[src/rtl/adder_subtractor.sv]
`default_nettype none
// ============================================================================
// Module   : adder_subtractor
// Brief    : Registered two's-complement ripple adder/subtractor with flags.
// Revision : 1.0 - initial release
// ============================================================================
module adder_subtractor #(
    parameter int WIDTH = 8
) (
    input  logic             clk,
    input  logic             rst_n,
    input  logic             in_valid,
    input  logic [WIDTH-1:0] a,
    input  logic [WIDTH-1:0] b,
    input  logic             sub,
    output logic             out_valid,
    output logic [WIDTH-1:0] s,
    output logic             overflow,
    output logic             carry,
    output logic             zero,
    output logic             negative
);

    logic [WIDTH-1:0] w_bx;
    logic [WIDTH-1:0] w_sum;
    logic [WIDTH:0]   w_c;
    logic             w_overflow;

    logic             r_valid;
    logic [WIDTH-1:0] r_s;
    logic             r_overflow;
    logic             r_carry;
    logic             r_zero;
    logic             r_negative;

    // Subtraction is a + ~b + 1: invert b and inject the +1 as carry-in.
    assign w_bx   = b ^ {WIDTH{sub}};
    assign w_c[0] = sub;

    generate
        for (genvar gi = 0; gi < WIDTH; gi++) begin : g_fa
            assign w_sum[gi]  = a[gi] ^ w_bx[gi] ^ w_c[gi];
            assign w_c[gi+1]  = (a[gi] & w_bx[gi]) | (w_c[gi] & (a[gi] ^ w_bx[gi]));
        end
    endgenerate

    assign w_overflow = w_c[WIDTH] ^ w_c[WIDTH-1];

    always_ff @(posedge clk or negedge rst_n) begin
        if (!rst_n) begin
            r_valid    <= 1'b0;
            r_s        <= '0;
            r_overflow <= 1'b0;
            r_carry    <= 1'b0;
            r_zero     <= 1'b1;
            r_negative <= 1'b0;
        end else begin
            r_valid <= in_valid;
            // Result and flags hold their last value across idle cycles.
            if (in_valid) begin
                r_s        <= w_sum;
                r_overflow <= w_overflow;
                r_carry    <= w_c[WIDTH];
                r_zero     <= (w_sum == '0);
                r_negative <= w_sum[WIDTH-1];
            end
        end
    end

    assign out_valid = r_valid;
    assign s         = r_s;
    assign overflow  = r_overflow;
    assign carry     = r_carry;
    assign zero      = r_zero;
    assign negative  = r_negative;

endmodule
`default_nettype wire

[config.mk]
export PLATFORM = sky130hd
export DESIGN_NAME = adder_subtractor
export DESIGN_NICKNAME = d
export VERILOG_FILES = /design/src/rtl/adder_subtractor.sv
export SDC_FILE = /design/constraint.sdc
export NUM_CORES = 1
export LEC_CHECK = 0
export CORE_ASPECT_RATIO = 0.8
export CORE_MARGIN = 10
export CORE_UTILIZATION = 44
export CTS_BUF_LIST = sky130_fd_sc_hd__clkbuf_8 sky130_fd_sc_hd__clkbuf_16
export CTS_CLUSTER_SIZE = 16
export DETAILED_ROUTE_END_ITERATION = 8
export PLACE_DENSITY_LB_ADDON = 0.05
export SLEW_MARGIN = 0
export SYNTH_ARGS = -nofsm -noshare
export SYNTH_HDL_FRONTEND = slang
export SYNTH_SLANG_ARGS = --single-unit
[constraint.sdc]
create_clock -name clk -period 2.25 [get_ports clk]
set_input_delay 0.3375 -clock clk [delete_from_list [all_inputs] [get_ports clk]]
set_output_delay 0.3375 -clock clk [all_outputs]
set_load 0.01 [all_outputs]
==> impl_metrics.yaml <==
status:
  status: "complete, but fails checks"
  violations: "setup timing"
timing:
  period_needed_ns: 3.36
  max_freq_mhz: 298
  finClkSkew_ns: 0
  rsz0062_at_grt: "true"
  tightest_slew_ns: 0.593
  period_share_pct: 149
  final_max_slew_viol_count: 0
  worst_slack_ns: -1.11
  hold_violations: 0
  hold_slack_ns: 0.442
  setup_viol: 7
  fin_setup_tns_ns: -4.57
  relSlewSlack_pct: 60.4
pwr:
  power_density_nw_per_um2: 740
  leakage_uw: 0.000535
  irDropWorstVdd_mv: 0.498
worst_setup_path:
  crit_top_cell: "fa_2"
  worst_setup_path_start_kind: "input port"
  worstPathCellList: "buf_6, mux2i_2, fa_2, fa_2, fa_2, inv_2, fa_2, inv_2, fa_2, fa_2, inv_2, fa_1, and4bb_1, a32o_1"
  slowest_stage: "fa_1"
  worstSetupPathType: "input port to register"
  cp-end-kind: "register"
  critPathTopFamily: "adder cells"
  cpPeakStageDelay_ns: 0.41
  cp.required_ns: 2.43
  crit_arrival_ns: 3.54
  crit_path_max_fanout: 2
  path_buf_inv: 4
cts:
  clockBufferDepth: 2
  clock-sinks: 12
  clock-root-buffer: "clkbuf_8"
  cts_tree: "done"
  path_clk_slew_ns: 0.05
  htreeDepth: 1
  cts_made_buffers: 3
  worstSkewPairLatency_ns: 0.24
layout:
  mostFrequentLayoutCells: "clkdlybuf4s50_1, dfrtp_1, buf_4"
  layout_commonest_cell: "clkdlybuf4s50_1"
  area_growth_pct: 63.6
  layout.cells.non_filler: 123
  finish.net_count: 129
  diodes: 0
  drive_gt1_share_pct: 34.7
placed_design:
  port_buffers: 32
  place_inst: 117
  hpwlAfterDp_um: 1310
  place.gp.congestion: 0.789
floorplan:
  core_um2: 1630
  num_rows: 13
  start_util_pct: 46.1
  die_w_um: 66.1
  fp.dieH_um: 56.9
  die-area_um2: 3760
  ios: 33
run:
  max-cap-violations: 0
detailed_routing:
  ant_nets: 0
  wirelength_um: 1640
  wire_per_inst_um: 13.3
  dr.pass1.iters: 3
  vias_per_cell: 4.44
  vias: 546
  drc: 0
  drt_iter0_drc: 16
synth:
  synth-seq-cells: 12
  synth-compound-area-share_pct: 5.34
  yosysSeqAreaShare_pct: 40.2
  synth_fp_nets: 87
  synth_area_um2: 749
  syn_avg_cell_area_um2: 12.5
  synth_xor_area_share_pct: 10.5
  muxShareOfSynthArea_pct: 9.35
  synth_top_family_by_area: "adder cells"
  synth_fa_ha_area_share_pct: 18.7
  synth_simple_gate_area_share_pct: 7.51
  ys_types: 19
  yosysWarnings: 0
  syn_inst: 60
grt:
  grt_usage_pct: 9.15
  grt_pass1_wl_um: 2640
  antenna_found_initial: 0
  overflow: 0
  grt_max_degree: 15
  grt_pass1_vias: 604
hold_path:
  hold_path.class: "input port to async pin"
==> worst paths after layout <==
check                      startpoint  endpoint  slack (ns)  depth (start not counted)
setup / recovery                 b[0]      zero       -1.11                         14
hold / removal                  rst_n      s[5]        0.44                          1
setup reg to reg             negative  negative        1.46                          1
hold reg to reg                  s[3]      s[3]        0.50                          2
max in group asynchronous       rst_n      zero        1.45                          1
min in group clk                 s[3]      s[3]        0.50                          2
==> routing by layer <==
metal  vias to the layer above  routed length [um]  GRT usage, %  part of all wire [%]
met3                         2                 131          3.37                   8.0
met4                         0                  28          7.16                   1.7
met5                         -                   0             0                     0
met2                        24                 776          14.3                    47
li1                        269                   -             -                     -
met1                       251                 704          9.67                    43
==> cells in the mapped netlist <==
master	count	area, um^2
dfstp_2	1	26.3
a21oi_1	1	5.00
o21ai_0	4	20.0
nand2b_1	5	31.3
o21ai_1	1	5.00
xor2_1	2	17.5
fa_1	7	140
and4bb_1	1	12.5
xnor2_1	7	61.3
dfrtp_1	11	275
nor2_1	1	3.75
a32o_1	1	10.0
mux2_4	4	60.1
and4_1	1	8.76
inv_1	8	30.0
mux2i_1	1	10.0
inv_4	1	6.26
buf_6	1	11.3
buf_4	2	15.0
==> cell type report <==
| class | count | area [um^2] |
|---|---|---|
| multi-input cells | 36 | 434 |
| fillers | 107 | 400 |
| repair buffers | 40 | 372 |
| flip-flops and latches | 12 | 302 |
| clock buffers | 4 | 55.1 |
| inverters | 9 | 36.3 |
| well taps | 22 | 27.5 |
==> what timing repair did <==
action                                  4_1_cts  5_1_grt
resized for setup                            24        2
buffers inserted                              1        1
pin swaps                                     3        1
hold buffers                                  0        0
endpoints found under the setup margin        8        7
==> sequential cells by signal, indices dropped and copies added (netlist names) <==
signal,cells
negative,1
overflow,1
carry,1
s,7
out_valid,1
zero,1
==> cell families after synthesis <==
logic type	after synthesis
mux	5
fa+ha+maj	7
simple gates	8
buf+inv	12
flops	12
compound gates	7
xor+xnor	9
==> per-stage QoR <==
step                      total power (uW)  cell area (um^2)  worst slack, ns  utilization (%)
after detailed placement               659              1150            -1.87             70.5
final                                  907              1230            -1.11             75.4
after floorplan                        472               793            -1.28                -
after CTS                              902              1210            -1.12             74.2
after global routing                   966              1230            -1.19             75.4
after global placement                 654              1150            -1.83             70.5
==> power breakdown <==
| group | switching [uW] | internal (uW) | total, uW |
|---|---|---|---|
| clock network | 79.3 | 155 | 234 |
| logic | 142 | 241 | 383 |
| registers | 27.3 | 263 | 291 |
Note: power is estimated with default switching activity, not from simulation.
